[src/rtl/izh_spike_pkg.sv]
// Shared types and constants for the Izhikevich spike decoder.
// Voltages are signed 2.6 fixed point: ONE = 1.0, THRESH_DEF = 0.25.
package izh_spike_pkg;

    localparam int              ISI_W_DEF      = 12;
    localparam int              EVT_W          = ISI_W_DEF + 2;
    localparam logic signed [7:0] ONE          = 8'sd64;
    localparam logic signed [7:0] THRESH_DEF   = 8'sd16;
    localparam logic [7:0]      HYST_DEF       = 8'd8;
    localparam logic [11:0]     BURST_ISI_DEF  = 12'd8;
    localparam int              FIFO_DEPTH_DEF = 4;
    localparam logic [15:0]     WINDOW_DEF     = 16'd1024;

    // One queued event per spike, MSB first: {first, burst, isi}
    typedef struct packed {
        logic                 first;
        logic                 burst;
        logic [ISI_W_DEF-1:0] isi;
    } evt_t;

    // Detector state: armed below threshold, or waiting for re-arm
    typedef enum logic {
        BELOW = 1'b0,
        ABOVE = 1'b1
    } fsm_state_t;

endpackage

[src/rtl/izh_evt_fifo.sv]
// Synchronous event FIFO. Pointers carry one extra wrap bit so full and
// empty are distinguishable. A push is taken when not full or when a pop
// frees a slot in the same cycle. head reads 0 while empty.
module izh_evt_fifo
#(
    parameter int W     = 14,
    parameter int DEPTH = 4
)(
    input  logic         clk,
    input  logic         rst_n,
    input  logic         push,
    input  logic [W-1:0] push_data,
    input  logic         pop,
    output logic         full,
    output logic         empty,
    output logic [W-1:0] head
);

    localparam int AW = $clog2(DEPTH);
    localparam logic [AW:0] PTR_ONE = {{AW{1'b0}}, 1'b1};

    logic [W-1:0] mem_r [DEPTH];
    logic [AW:0]  wr_ptr_r;
    logic [AW:0]  rd_ptr_r;
    logic         do_push_s;
    logic         do_pop_s;

    assign empty     = (wr_ptr_r == rd_ptr_r);
    assign full      = (wr_ptr_r[AW] != rd_ptr_r[AW]) &&
                       (wr_ptr_r[AW-1:0] == rd_ptr_r[AW-1:0]);
    assign do_pop_s  = pop && !empty;
    assign do_push_s = push && (!full || do_pop_s);
    assign head      = empty ? {W{1'b0}} : mem_r[rd_ptr_r[AW-1:0]];

    // Read/write pointer advance; reset empties the queue
    always_ff @(posedge clk) begin
        if (!rst_n) begin
            wr_ptr_r <= {(AW+1){1'b0}};
            rd_ptr_r <= {(AW+1){1'b0}};
        end else begin
            if (do_push_s) begin
                wr_ptr_r <= wr_ptr_r + PTR_ONE;
            end
            if (do_pop_s) begin
                rd_ptr_r <= rd_ptr_r + PTR_ONE;
            end
        end
    end

    // Entry storage; contents are don't-care until written
    always_ff @(posedge clk) begin
        if (do_push_s) begin
            mem_r[wr_ptr_r[AW-1:0]] <= push_data;
        end
    end

endmodule

[src/rtl/izh_spike_decoder.sv]
// Spike decoder for the neuron's 2.6 membrane-voltage stream: threshold
// with hysteresis, saturating ISI measurement, burst flag, event FIFO.
// Optional spike-rate window enabled by defining SPIKE_RATE_EN.
module izh_spike_decoder
    import izh_spike_pkg::*;
#(
    parameter logic signed [7:0] THRESH     = THRESH_DEF,
    parameter logic [7:0]        HYST       = HYST_DEF,
    parameter int                ISI_W      = ISI_W_DEF,
    parameter logic [ISI_W-1:0]  BURST_ISI  = BURST_ISI_DEF,
    parameter int                FIFO_DEPTH = FIFO_DEPTH_DEF,
    parameter logic [15:0]       WINDOW     = WINDOW_DEF
)(
    input  logic                    clk,
    input  logic                    rst_n,
    input  logic                    sample_valid,
    input  logic signed [7:0]       v_sample,
    output logic                    spike_out,
    output logic                    evt_valid,
    input  logic                    evt_ready,
    output logic [ISI_W+1:0]        evt_data,
    output logic                    overflow,
    output logic [15:0]             rate_count,
    output logic                    rate_valid
);

    localparam int EW = ISI_W + 2;
    localparam logic [ISI_W-1:0] ISI_MAX = {ISI_W{1'b1}};
    localparam logic [ISI_W-1:0] ISI_ONE = {{(ISI_W-1){1'b0}}, 1'b1};
    // Re-arm level in 9 bits so THRESH - HYST cannot wrap
    localparam logic signed [8:0] THRESH9 = {THRESH[7], THRESH};
    localparam logic signed [8:0] HYST9   = {1'b0, HYST};
    localparam logic signed [8:0] REARM9  = THRESH9 - HYST9;

    fsm_state_t        state_r;
    fsm_state_t        state_s;
    logic              spike_s;
    logic signed [8:0] v9_s;
    logic [ISI_W-1:0]  isi_cnt_r;
    logic [ISI_W-1:0]  isi_inc_s;
    logic              first_pending_r;
    logic              burst_s;
    logic [EW-1:0]     evt_s;
    logic              spike_out_r;
    logic              overflow_r;
    logic              fifo_full_s;
    logic              fifo_empty_s;
    logic              pop_s;

    assign v9_s      = {v_sample[7], v_sample};
    assign isi_inc_s = (isi_cnt_r == ISI_MAX) ? ISI_MAX : (isi_cnt_r + ISI_ONE);
    assign burst_s   = !first_pending_r && (isi_inc_s <= BURST_ISI);
    assign evt_s     = {first_pending_r, burst_s, isi_inc_s};
    assign pop_s     = !fifo_empty_s && evt_ready;

    // Detector state register
    always_ff @(posedge clk) begin
        if (!rst_n) begin
            state_r <= BELOW;
        end else begin
            state_r <= state_s;
        end
    end

    // Next state and spike detection; only valid samples advance the FSM
    always_comb begin
        state_s = state_r;
        spike_s = 1'b0;
        if (sample_valid) begin
            case (state_r)
                BELOW: begin
                    if (v_sample > THRESH) begin
                        spike_s = 1'b1;
                        state_s = ABOVE;
                    end else begin
                        state_s = BELOW;
                    end
                end
                ABOVE: begin
                    if (v9_s < REARM9) begin
                        state_s = BELOW;
                    end else begin
                        state_s = ABOVE;
                    end
                end
                default: begin
                    state_s = BELOW;
                end
            endcase
        end else begin
            state_s = state_r;
        end
    end

    // ISI counter and first-spike marker
    always_ff @(posedge clk) begin
        if (!rst_n) begin
            isi_cnt_r       <= {ISI_W{1'b0}};
            first_pending_r <= 1'b1;
        end else if (sample_valid) begin
            if (spike_s) begin
                isi_cnt_r       <= {ISI_W{1'b0}};
                first_pending_r <= 1'b0;
            end else begin
                isi_cnt_r       <= isi_inc_s;
            end
        end
    end

    // Registered spike pulse and sticky drop flag
    always_ff @(posedge clk) begin
        if (!rst_n) begin
            spike_out_r <= 1'b0;
            overflow_r  <= 1'b0;
        end else begin
            spike_out_r <= spike_s;
            if (spike_s && fifo_full_s && !pop_s) begin
                overflow_r <= 1'b1;
            end
        end
    end

    izh_evt_fifo #(
        .W     (EW),
        .DEPTH (FIFO_DEPTH)
    ) u_fifo (
        .clk       (clk),
        .rst_n     (rst_n),
        .push      (spike_s),
        .push_data (evt_s),
        .pop       (pop_s),
        .full      (fifo_full_s),
        .empty     (fifo_empty_s),
        .head      (evt_data)
    );

    assign spike_out = spike_out_r;
    assign overflow  = overflow_r;
    assign evt_valid = !fifo_empty_s;

`ifdef SPIKE_RATE_EN
    logic [15:0] win_cnt_r;
    logic [15:0] acc_r;
    logic [15:0] acc_next_s;
    logic [15:0] rate_count_r;
    logic        rate_valid_r;

    assign acc_next_s = (spike_s && (acc_r != 16'hFFFF)) ? (acc_r + 16'd1) : acc_r;

    // Sample window: publish spike count at the window's last valid sample
    always_ff @(posedge clk) begin
        if (!rst_n) begin
            win_cnt_r    <= 16'd0;
            acc_r        <= 16'd0;
            rate_count_r <= 16'd0;
            rate_valid_r <= 1'b0;
        end else begin
            rate_valid_r <= 1'b0;
            if (sample_valid) begin
                if (win_cnt_r == (WINDOW - 16'd1)) begin
                    win_cnt_r    <= 16'd0;
                    acc_r        <= 16'd0;
                    rate_count_r <= acc_next_s;
                    rate_valid_r <= 1'b1;
                end else begin
                    win_cnt_r    <= win_cnt_r + 16'd1;
                    acc_r        <= acc_next_s;
                end
            end
        end
    end

    assign rate_count = rate_count_r;
    assign rate_valid = rate_valid_r;
`else
    assign rate_count = 16'd0;
    assign rate_valid = 1'b0;
`endif

endmodule

[config.mk]
export PLATFORM = sky130hd
export DESIGN_NAME = izh_spike_decoder
export DESIGN_NICKNAME = d
export VERILOG_FILES = /design/src/rtl/izh_spike_pkg.sv /design/src/rtl/izh_evt_fifo.sv /design/src/rtl/izh_spike_decoder.sv
export SDC_FILE = /design/constraint.sdc
export NUM_CORES = 1
export LEC_CHECK = 0
export BUFFER_PORTS_ARGS = -buffer_cell sky130_fd_sc_hd__clkbuf_2
export CORE_MARGIN = 5
export CORE_UTILIZATION = 40
export CTS_CLUSTER_DIAMETER = 60
export DETAILED_ROUTE_END_ITERATION = 10
export PLACE_DENSITY = 0.54
export REMOVE_ABC_BUFFERS = 1
export SETUP_SLACK_MARGIN = 0.5
export SLEW_MARGIN = 30
export SYNTH_ARGS = -nofsm -noshare
export SYNTH_HDL_FRONTEND = slang
export SYNTH_HIERARCHICAL = 1
export SYNTH_SLANG_ARGS = --single-unit
[constraint.sdc]
create_clock -name clk -period 3.1 [get_ports clk]
set_input_delay 0.775 -clock clk [delete_from_list [all_inputs] [get_ports clk]]
set_output_delay 0.775 -clock clk [all_outputs]
set_load 0.05 [all_outputs]
-- Word level (Yosys, flattened, before mapping)
Memories as Yosys holds them, arrays and structs flattened. A register that Yosys moved wholly into a read port is not among the register bits.
Index checks and enable logic that the tools add are counted.
- bits of input ports: 12
- RAM bits: 56
- memories kept: 1
- logic and storage cells: 44
- output and inout bits: 34
- register bits after elaboration: 22
- memory list (memory ; words ; bits a word ; rd ports ; clocked after memory_dff ; wr ports ; line ; text):
    u_fifo.mem_r ; 4 ; 14 ; 1 ; 1 ; 1 ; izh_evt_fifo.sv:22 ; logic [W-1:0] mem_r [DEPTH];
- equality and inequality tests: 4
- reduce and logical (&&, ||, !) cells: 13
- add/sub/neg operators: 3
- $lt $le $gt $ge: 3
- muxes and demuxes: 12
- bitwise logic cells: 1
- operator list (kind ; count):
    12-bit two-way mux ; 2
    14-bit two-way mux ; 1
    12-bit by 1-bit adder with 12-bit output, second input constant ; 1
    12-bit equality test, second input constant ; 1
    12-bit by 4-bit <= comparator with 1-bit output, second input constant ; 1
    8-bit by 6-bit > comparator with 1-bit output, second input constant ; 1
    8-bit by 5-bit less-than comparator with 1-bit output, second input constant ; 1
    1-bit logical AND ; 7
    3-bit by 1-bit adder with 3-bit output, second input constant ; 2
    1-bit two-way mux ; 6
    1-bit logical NOT ; 4
    2-bit two-way mux ; 2
    3-bit equality test ; 1
    2-bit equality test ; 1
    1-bit case mux with 2 select lines ; 1
    2-bit AND reduction ; 1
    1-bit logical OR ; 1
    1-bit inequality test ; 1
    1-bit NOT ; 1

-- Depth between registers and ports, before layout
Gate-level depths: netlist of run 1.
- depth in word-level cells: 8
- gate-level depth with buffers: 8
- mapped depth without buffers: 6

-- By module
The synthesis of run 1 kept the hierarchy.
- modules (own cells, without submodules) (module ; cells an instance ; times used ; area an instance (µm²) ; sequential area each (µm²)):
    izh_evt_fifo ; 141 ; 1 ; 2600.0 ; 1841.8
    izh_spike_decoder ; 169 ; 1 ; 1263.7 ; 320.3

-- Least setup slack after synthesis of run 1
OpenSTA, ideal clock, no wires.
- kind: input port to flip-flop
- start: input port sample_valid
- end: memory u_fifo.mem_r[3][0], enable pin
- stages: 6
- data required time: 2.703 ns
- path slack: 0.345 ns
- arrival time: 2.358 ns
- buffers on the path: 2
- setup time: 0.397 ns
- path through: clkbuf_1 o311ai_2 buf_2 inv_1 nand2_1 a41oi_1
- longest elaborated chain between the ends: 4
- RTL lines (element ; line ; text):
    from (decl) ; izh_spike_decoder.sv:16 ; input logic sample_valid,
    1-bit two-way mux ; izh_spike_decoder.sv:69 ; if (sample_valid) begin
    named net spike_s ; izh_spike_decoder.sv:37 ; logic spike_s;
    1-bit logical AND ; izh_evt_fifo.sv:32 ; assign do_push_s = push && (!full || do_pop_s);
    1-bit two-way mux ; izh_evt_fifo.sv:52 ; if (do_push_s) begin
    1-bit two-way mux (not written as such) ; izh_evt_fifo.sv:53 ; mem_r[wr_ptr_r[AW-1:0]] <= push_data;
    to (decl) ; izh_evt_fifo.sv:22 ;
The timed path passes the listed nets, and every way through them passes these cells.

==> flow_metrics.py, run 1 <==
metrics = {
    "power_and_ir_drop": {
        "p_switching_uw": 586.3,
        "pwr-share-comb_pct": 12.1,
        "p_clk_share_pct": 34.7,
        "power_density_nw_per_um2": 501.6,
        "intPower_uw": 1608,
        "peakVddDrop_uv": 192.9,
        "p_seq_share_pct": 53.1,
        "swShare_pct": 26.72,
        "leakagePower_uw": 0.001505,
    },
    "yosys": {
        "synthArstFlopShare_pct": 0,
        "synth_area_leader_cell": "edfxtp_1",
        "synth_edf_count": 56,
        "ys_seq_area_share_pct": 55.96,
        "yosysUniqueCellTypes": 51,
        "netlist_instances": 310,
        "synth_top_area_share_pct": 43.52,
        "yosysWarnings": 6,
        "syn-mean-instance-area_um2": 12.46,
        "synthFlopType": "edfxtp_1",
        "synth_area_leaders": "edfxtp_1, dfxtp_1, mux4_2",
        "synth_area_um2": 3864,
        "ys_ff_latch": 80,
    },
    "finish": {
        "layout-drive-gt1-share_pct": 24.49,
        "num_antenna_cells": 0,
        "fillers": 847,
        "fin_util_pct": 46.89,
        "nNetsFinal": 356,
        "syn_to_final_growth_pct": 13.21,
    },
    "sta": {
        "fin_skew_ns": 0.01012,
        "fmax_mhz": 396.6,
        "slew_violations": 0,
        "setup_viol": 0,
        "worst_slew_pin_slew_ns": 0.7113,
        "period_minus_slack_ns": 2.521,
        "holdWs_ns": 0.4674,
        "rsz0062_at_grt": "false",
        "final_hold_viol_count": 0,
        "finalCritPeriodShare_pct": 81.33,
        "finalSetupTns_ns": 0,
        "slew_headroom_pct": 52.58,
    },
    "grt": {
        "grt-ovfl-total": 0,
        "grt.total_usage_pct": 13.23,
        "grt_max_degree": 26,
        "first_global_vias": 2187,
        "grt_pass1_wl_um": 11770,
        "antenna_found_initial": 0,
    },
    "clocking": {
        "cts_tree": "yes",
        "hold_buffers": 0,
        "cts_buffers": 9,
        "cts_max_level": 3,
        "clkLatencyLatePin_ns": 0.34,
        "clockBufferDepth": 2,
        "cts_sinks": 80,
        "root_buffer": "clkbuf_8",
        "clk_pin_slew_ns": 0.08,
    },
    "run": {
        "maxCapViolations": 0,
    },
    "critical_path": {
        "start_kind": "register",
        "critPathMaxFanout": 7,
        "worst_setup_path_end_kind": "output pin",
        "cp.required_ns": 2.32,
        "path_class": "reg2out",
        "arrival_ns": 1.75,
    },
    "route": {
        "drtPass1Iterations": 4,
        "vias": 2351,
        "dr.first_iter.drc_count": 86,
        "wl_per_cell_um": 15.74,
        "drc": 0,
        "final_antenna_net_count": 0,
        "avgViaCountPerCell": 4.981,
        "detail_route.wirelength_um": 7428,
    },
    "hold_path": {
        "worstHoldPathType": "reg2reg",
    },
    "floorplanning": {
        "die_h_um": 108.3,
        "dieArea_um2": 11720,
        "rows": 35,
        "num_io_pins": 46,
        "start_util_pct": 41.42,
        "fp.coreArea_um2": 9328,
        "chipWidth_um": 108.3,
    },
    "run_status": {
        "status": "completed",
    },
    "placement": {
        "gp_congestion": 0.7686,
        "io_buffer_count": 28,
        "dp_hpwl_um": 5014,
    },
}
==> state kept, by name, indices dropped and copies added (netlist names), named ones only <==
| name | count |
|---|---|
| first_pending_r | 1 |
| u_fifo/mem_r | 56 |
| state_r | 1 |
| u_fifo/wr_ptr_r | 3 |
| isi_cnt_r | 12 |
| spike_out | 1 |
| overflow | 1 |
| u_fifo/rd_ptr_r | 3 |
==> Yosys cell counts (2+ instances only) <==
| master | instances |
|---|---|
| buf_6 | 2 |
| a31oi_1 | 6 |
| xor2_1 | 4 |
| edfxtp_1 | 56 |
| nor3_1 | 4 |
| a211oi_1 | 3 |
| mux2i_1 | 6 |
| a21o_1 | 2 |
| nor3b_1 | 3 |
| nand3_1 | 11 |
| mux2_2 | 3 |
| ha_1 | 6 |
| nand4_1 | 2 |
| xnor2_1 | 7 |
| and2_1 | 3 |
| nand2_1 | 28 |
| buf_2 | 8 |
| clkbuf_1 | 7 |
| inv_1 | 9 |
| a21oi_1 | 12 |
| nor2b_1 | 17 |
| o41a_1 | 2 |
| o21a_1 | 2 |
| buf_4 | 18 |
| nor4_1 | 4 |
| nor2_1 | 10 |
| o31ai_1 | 2 |
| nand2b_1 | 9 |
| dfxtp_1 | 24 |
| mux4_2 | 14 |
| o21ai_0 | 6 |
==> power by group through the flow <==
stage	Combinational, uW	Sequential, uW	Clock [uW]
after floorplan	183	1190	0
after global placement	247	1190	0
after detailed placement	250	1190	0
after CTS	265	1170	787
after global routing	286	1170	829
final	266	1170	762
==> worst paths after layout <==
path | start | endpoint | slack [ns] | cells after the start
min | state_r | state_r | 0.47 | 2
min reg2reg | state_r | state_r | 0.47 | 2
max reg2reg | u_fifo/rd_ptr_r[0] | u_fifo/mem_r[2][7] | 0.73 | 5
max | register | evt_data[2] | 0.58 | 4
==> cells by family (layout without fill, tap and decap cells) <==
group | after synthesis | after routing | synth area share [%]
other | 1 | 17 | 0.09706
AO/OA/AOI/OAI | 45 | 45 | 8.290
adder cells (fa/ha/maj) | 6 | 6 | 1.943
AND/OR/NAND/NOR | 99 | 99 | 13.86
multiplexers | 23 | 23 | 10.59
flip-flops | 80 | 80 | 55.96
buffers and inverters | 45 | 62 | 6.768
XOR/XNOR | 11 | 11 | 2.493
==> layout by cell type, fill, tap and decap left out, drive strengths merged, types with 7 or more instances in the layout <==
cell	n
nand3	12
a21oi	12
clkbuf	39
nor2b	17
buf	8
nor2	10
dfxtp	24
nand2	28
inv	10
nand2b	9
xnor2	7
edfxtp	56
mux4	14
conb	17
==> worst max-delay path, stage by stage, from the launching register on <==
cell       delay (ns)
dfxtp_4          0.39
clkbuf_16        0.17
mux4_2           0.49
nor2b_1          0.14
clkbuf_2         0.23
==> cell type report <==
type                            count  area (um^2)  area share (%)
Sequential cell                    80         2167           49.54
Timing Repair Buffer               37        267.8           6.121
Inverter                            9        33.78          0.7723
Tap cell                          129        161.4           3.690
Clock buffer                       10        127.6           2.918
Multi-Input combinational cell    201         1549           35.41
Clock inverter                      6        67.56           1.545
==> per-layer routing <==
metal	vias up	global-route usage [%]	part of all wire [%]	wire, um
li1	1158	-	-	-
met1	1130	19.24	49	3603
met2	59	19.89	45	3366
met3	4	2.985	5.6	417
met4	0	3.787	0.54	40
met5	-	0	0	0
==> timing repair <==
item | CTS | global route
gates resized for setup | 11 | 8
setup endpoints to repair | 57 | 32
cloned | 0 | 1
buffers inserted | 2 | 0
pin swaps | 1 | 0
==> through the flow <==
step / area [um^2] / total power [uW] / cells / worst slack, ns
2_1_floorplan: 3696 / 1375 / 290 / 0.3117
3_3_place_gp: 4050 / 1437 / 453 / 0.1400
3_5_place_dp: 4056 / 1440 / 453 / 0.2997
4_1_cts: 4319 / 2219 / 471 / 0.5003
5_1_grt: 4374 / 2284 / 472 / 0.5054
6_report: 4374 / 2194 / 472 / 0.5786
No activity file was read; power rests on OpenSTA's default activity.
==> run 2: changes to the inputs <==
clock period = 2.4 ns   (was 3.1 ns; I/O delays follow)
==> run 2 against run 1 <==
Compared with the run above: sequential cell count stayed put; global-route usage is 1.5 points higher; die area stayed put; non-clock buffer count is 42 higher; wire length is 17% higher; highest routed layer unchanged.
==> flow_metrics.py, run 2 (synthesis gave the netlist of run 1 again) <==
metrics = {
    "clocking": {
        "cts_tree": "yes",
        "hold_buffers": 0,
        "clkLatencyLatePin_ns": 0.34,
        "clk_pin_slew_ns": 0.08,
        "root_buffer": "clkbuf_8",
        "cts_buffers": 9,
        "cts_sinks": 80,
        "clockBufferDepth": 2,
        "cts_max_level": 3,
    },
    "sta": {
        "period_minus_slack_ns": 2.311,
        "slew_violations": 0,
        "fmax_mhz": 432.7,
        "setup_ws_ns": 0.08911,
        "fin_skew_ns": 0.01086,
        "worst_slew_pin_slew_ns": 0.5312,
        "final_hold_viol_count": 0,
        "slew_headroom_pct": 64.33,
        "rsz0062_at_grt": "true",
        "finalCritPeriodShare_pct": 96.29,
        "setup_viol": 0,
        "finalSetupTns_ns": 0,
    },
    "power_and_ir_drop": {
        "total_power_uw": 3012,
        "power_density_nw_per_um2": 571.9,
        "peakVddDrop_uv": 270.0,
        "leakagePower_uw": 0.001908,
    },
    "finish": {
        "mostFrequentLayoutCell": "edfxtp_1",
        "fillers": 757,
        "final_area_um2": 5266,
        "layout-drive-gt1-share_pct": 43.64,
        "syn_to_final_growth_pct": 36.30,
        "layout_common_cells": "edfxtp_1, buf_4, nand2_1, conb_1, clkbuf_8",
        "fin_util_pct": 56.46,
        "nNetsFinal": 398,
        "largest_reg_flops": 56,
        "num_antenna_cells": 0,
    },
    "floorplanning": {
        "dieArea_um2": 11720,
        "chipWidth_um": 108.3,
        "die_h_um": 108.3,
        "fp.coreArea_um2": 9328,
        "rows": 35,
        "num_io_pins": 46,
        "start_util_pct": 41.42,
    },
    "placement": {
        "io_buffer_count": 28,
        "place_worst_setup_slack_ns": 0.01911,
        "placed_area_um2": 4168,
        "gp_congestion": 0.7713,
        "dp_hpwl_um": 5185,
    },
    "grt": {
        "grt.total_usage_pct": 14.73,
        "first_global_vias": 2433,
        "grt-ovfl-total": 0,
        "grt_pass1_wl_um": 13080,
        "grt_max_degree": 26,
        "antenna_found_initial": 0,
    },
    "critical_path": {
        "cp.required_ns": 1.80,
        "arrival_ns": 1.71,
        "worst_setup_path_end_kind": "output pin",
        "start_kind": "register",
        "reg2reg_slack_ns": 0.27,
        "critPathMaxFanout": 7,
        "path_class": "reg2out",
    },
    "route": {
        "detail_route.wirelength_um": 8686,
        "avgViaCountPerCell": 5.018,
        "drtPass1Iterations": 4,
        "drc": 0,
        "dr.first_iter.drc_count": 118,
        "final_antenna_net_count": 0,
        "vias": 2579,
        "wl_per_cell_um": 16.90,
    },
    "run": {
        "maxCapViolations": 0,
    },
    "run_status": {
        "status": "completed",
    },
    "hold_path": {
        "worstHoldPathType": "reg2reg",
    },
}
==> run 2: stage by stage <==
stage | hold slack [ns] | instances
final | 0.4648 | 514
after global routing | 0.5153 | 514
after CTS | 0.4710 | 492
after detailed placement | 0.4552 | 462
after global placement | 0.4468 | 462
after floorplan | 0.4367 | 290
==> run 2: per-layer routing <==
metal  track usage, %  vias up  part of all wire, %
li1                 -     1254                    -
met1            20.38     1251                   47
met2            23.27       66                   49
met3            2.746        8                  3.5
met4            5.230        0                 0.92
met5                0        -                    0
==> run 2: power breakdown <==
part	total, uW	internal [uW]	switching, uW
Clock	1020	547	477
Sequential	1500	1490	16.0
Combinational	485	196	289
==> run 2: worst paths after layout <==
check,cells past startpoint,start,end
min,2,state_r,state_r
max,4,register,evt_data[6]
max reg2reg,8,u_fifo/rd_ptr_r[1],u_fifo/mem_r[2][1]
min reg2reg,2,state_r,state_r
==> run 2: critical path: stages (launching register included) <==
cell	delay, ns
dfxtp_4	0.39
buf_12	0.15
mux4_2	0.53
nor2b_4	0.15
buf_8	0.14
==> run 2: layout make-up <==
type / instances / area, um^2 / share of cell area, %
inverter: 9 / 36.28 / 0.6890
sequential: 80 / 2198 / 41.74
timing repair buffer: 79 / 847.1 / 16.08
clock buffer: 12 / 156.4 / 2.970
tap: 129 / 161.4 / 3.065
clock inverter: 4 / 51.30 / 0.9741
multi-input combinational: 201 / 1815 / 34.47
==> run 2: timing repair <==
action                                  CTS  global route
pin swaps                                 7            15
setup buffers                            11            20
endpoints found under the setup margin  130           112
hold endpoints to repair                  0             0
resized for setup                        66            82
gates cloned                              3             2
==> run 3: changes to the inputs <==
--- a/config.mk
+++ b/config.mk
@@ -11,4 +11,5 @@
 export CTS_CLUSTER_DIAMETER = 60
 export DETAILED_ROUTE_END_ITERATION = 10
+export GPL_ROUTABILITY_DRIVEN = 0
 export PLACE_DENSITY = 0.54
 export REMOVE_ABC_BUFFERS = 1
==> constraint.sdc (replaced) <==
create_clock -name clk -period 2.4 [get_ports clk]
set_input_delay 0.6 -clock clk [delete_from_list [all_inputs] [get_ports clk]]
set_output_delay 0.6 -clock clk [all_outputs]
set_load 0.005 [all_outputs]
==> run 3 against run 2 <==
Compared with the run above: power shrank 11%; worst setup slack better by 0.069 ns; largest cell class unchanged; count of clock-buffer cells in the layout decreased by 3; first-iteration DRC count shrank 39%; clock power decreased by 11%; largest power group unchanged; critical path type unchanged; clock skew is 0.0020 ns higher; cell count shrank 2.1%; fmax grew 3.1%; highest routed layer unchanged; hold slack better by 0.0011 ns; wire length is 4.4% lower; global-route usage fell by 0.24 points; combinational power down 45%.
==> flow_metrics.py, run 3 (synthesis gave the netlist of run 1 again) <==
metrics = {
    "power_and_ir_drop": {
        "p_seq_share_pct": 56.1,
        "power_density_nw_per_um2": 553.1,
        "intPower_uw": 1999,
        "peakVddDrop_uv": 295.9,
        "p_switching_uw": 675.4,
        "leakagePower_uw": 0.001721,
        "swShare_pct": 25.25,
        "p_clk_share_pct": 33.9,
        "pwr-share-comb_pct": 10.0,
    },
    "route": {
        "avgViaCountPerCell": 5.034,
        "dr_wl_met2_um": 3981,
        "dr.first_iter.drc_count": 72,
        "drtPass1Iterations": 4,
        "met1_length_um": 3893,
        "final_antenna_net_count": 0,
        "drc": 0,
        "wl_per_cell_um": 16.50,
        "detail_route.wirelength_um": 8302,
        "wl_met3_um": 311,
        "top_layer_used": "met4",
        "vias": 2532,
    },
    "grt": {
        "grt_pass1_wl_um": 12920,
        "grt-ovfl-total": 0,
        "grt_max_degree": 26,
        "grt.total_usage_pct": 14.49,
        "antenna_found_initial": 0,
        "first_global_vias": 2433,
    },
    "critical_path": {
        "worst_setup_path_end_kind": "output pin",
        "worstPathCellList": "buf_12 > mux4_2 > nor2b_1 > clkbuf_2",
        "r2r-end": "u_fifo/mem_r[0][12]",
        "worstReg2RegStart": "isi_cnt_r[0]",
        "reg2reg_depth": 5,
        "start_kind": "register",
        "reg2reg_slack_ns": 0.32,
        "slowest_delay_ns": 0.51,
        "cp.required_ns": 1.80,
        "path_class": "reg2out",
        "cp_slowest_cell": "mux4_2",
        "critPathBufInv": 2,
        "crit_family": "multiplexers",
        "critPathMaxFanout": 7,
        "arrival_ns": 1.64,
    },
    "sta": {
        "setup_viol": 0,
        "fmax_mhz": 446.1,
        "finalSetupTns_ns": 0,
        "final_hold_viol_count": 0,
        "fin_skew_ns": 0.01284,
        "setup_ws_ns": 0.1584,
        "rsz0062_at_grt": "true",
        "finalCritPeriodShare_pct": 93.40,
        "slew_violations": 0,
        "period_minus_slack_ns": 2.242,
    },
    "floorplanning": {
        "num_io_pins": 46,
        "die_h_um": 108.3,
        "chipWidth_um": 108.3,
        "rows": 35,
        "dieArea_um2": 11720,
        "fp.coreArea_um2": 9328,
        "start_util_pct": 41.42,
    },
    "run": {
        "maxCapViolations": 0,
    },
    "finish": {
        "num_antenna_cells": 0,
        "finalNonFillerCells": 503,
        "seqCellArea_um2": 2197,
        "fillers": 796,
        "largest_reg_flops": 56,
        "fin_util_pct": 51.84,
        "syn_to_final_growth_pct": 25.16,
        "nNetsFinal": 387,
        "mostFrequentLayoutCell": "edfxtp_1",
        "multi_input_comb_area_um2": 1707,
        "layout-drive-gt1-share_pct": 36.90,
        "layout_common_cells": "edfxtp_1, clkbuf_2, nand2_1, buf_4, conb_1",
    },
    "clocking": {
        "cts_sinks": 80,
        "root_buffer": "clkbuf_8",
        "cts_max_level": 3,
        "clk_pin_slew_ns": 0.09,
        "clkLatencyLatePin_ns": 0.34,
        "clockBufferDepth": 2,
        "cts_buffers": 9,
        "cts_tree": "yes",
    },
    "hold_path": {
        "worstHoldStart": "state_r",
        "worstHoldPathType": "reg2reg",
        "hold_end": "state_r",
        "holdPathStages": 2,
    },
    "placement": {
        "place_worst_setup_slack_ns": 0.00004374,
        "dp.cells": 462,
        "dp_hpwl_um": 5157,
        "io_buffer_count": 28,
    },
    "run_status": {
        "status": "completed",
    },
}
run 3: metrics by stage:
stage | instance area (um^2) | power [uW] | hold WS [ns]
3_5_place_dp | 4168 | 1743 | 0.4513
6_report | 4836 | 2675 | 0.4659
2_1_floorplan | 3696 | 1646 | 0.4367
3_3_place_gp | 4168 | 1741 | 0.4470
5_1_grt | 4836 | 2788 | 0.5203
4_1_cts | 4577 | 2671 | 0.4706
run 3: how the worst max path moves through the flow:
stage / end / cells past startpoint
global placement: u_fifo/mem_r[1][3] / 7
floorplan: u_fifo/mem_r[0][0] / 5
finish: evt_data[12] / 4
global route: evt_data[6] / 4
detailed placement: u_fifo/mem_r[0][3] / 7
CTS: evt_data[12] / 4
run 3: layout make-up:
| cell class | count | area share [%] |
|---|---|---|
| inverter | 9 | 0.6986 |
| clock buffer | 9 | 2.561 |
| tap | 129 | 3.338 |
| timing repair buffer | 67 | 11.57 |
| multi-input combinational | 202 | 35.29 |
| clock inverter | 7 | 1.113 |
| sequential | 80 | 45.43 |
run 3: worst reg2reg max path: stages, from the launching register on:
cell and delay, ns:
dfxtp_4 0.36, ha_4 0.24, or4_1 0.39, a21o_1 0.17, a2111o_1 0.40, nor4_4 0.30
run 3: power by group through the flow:
stage / Sequential [uW] / Combinational (uW) / Clock, uW
6_report: 1500 / 269 / 906
5_1_grt: 1500 / 295 / 991
4_1_cts: 1500 / 239 / 930
3_5_place_dp: 1540 / 205 / 0
3_3_place_gp: 1540 / 204 / 0
2_1_floorplan: 1540 / 108 / 0
run 3: per-layer routing:
metal,global-route usage [%],vias up
met5,0,-
met3,2.806,12
met1,20.02,1233
li1,-,1234
met2,22.78,53
met4,5.320,0
run 3: timing repair:
action	CTS	global route
pin swaps	3	10
cloned	2	3
buffers inserted	12	8
gates resized for setup	30	38
hold buffers	0	0
setup endpoints to repair	130	113
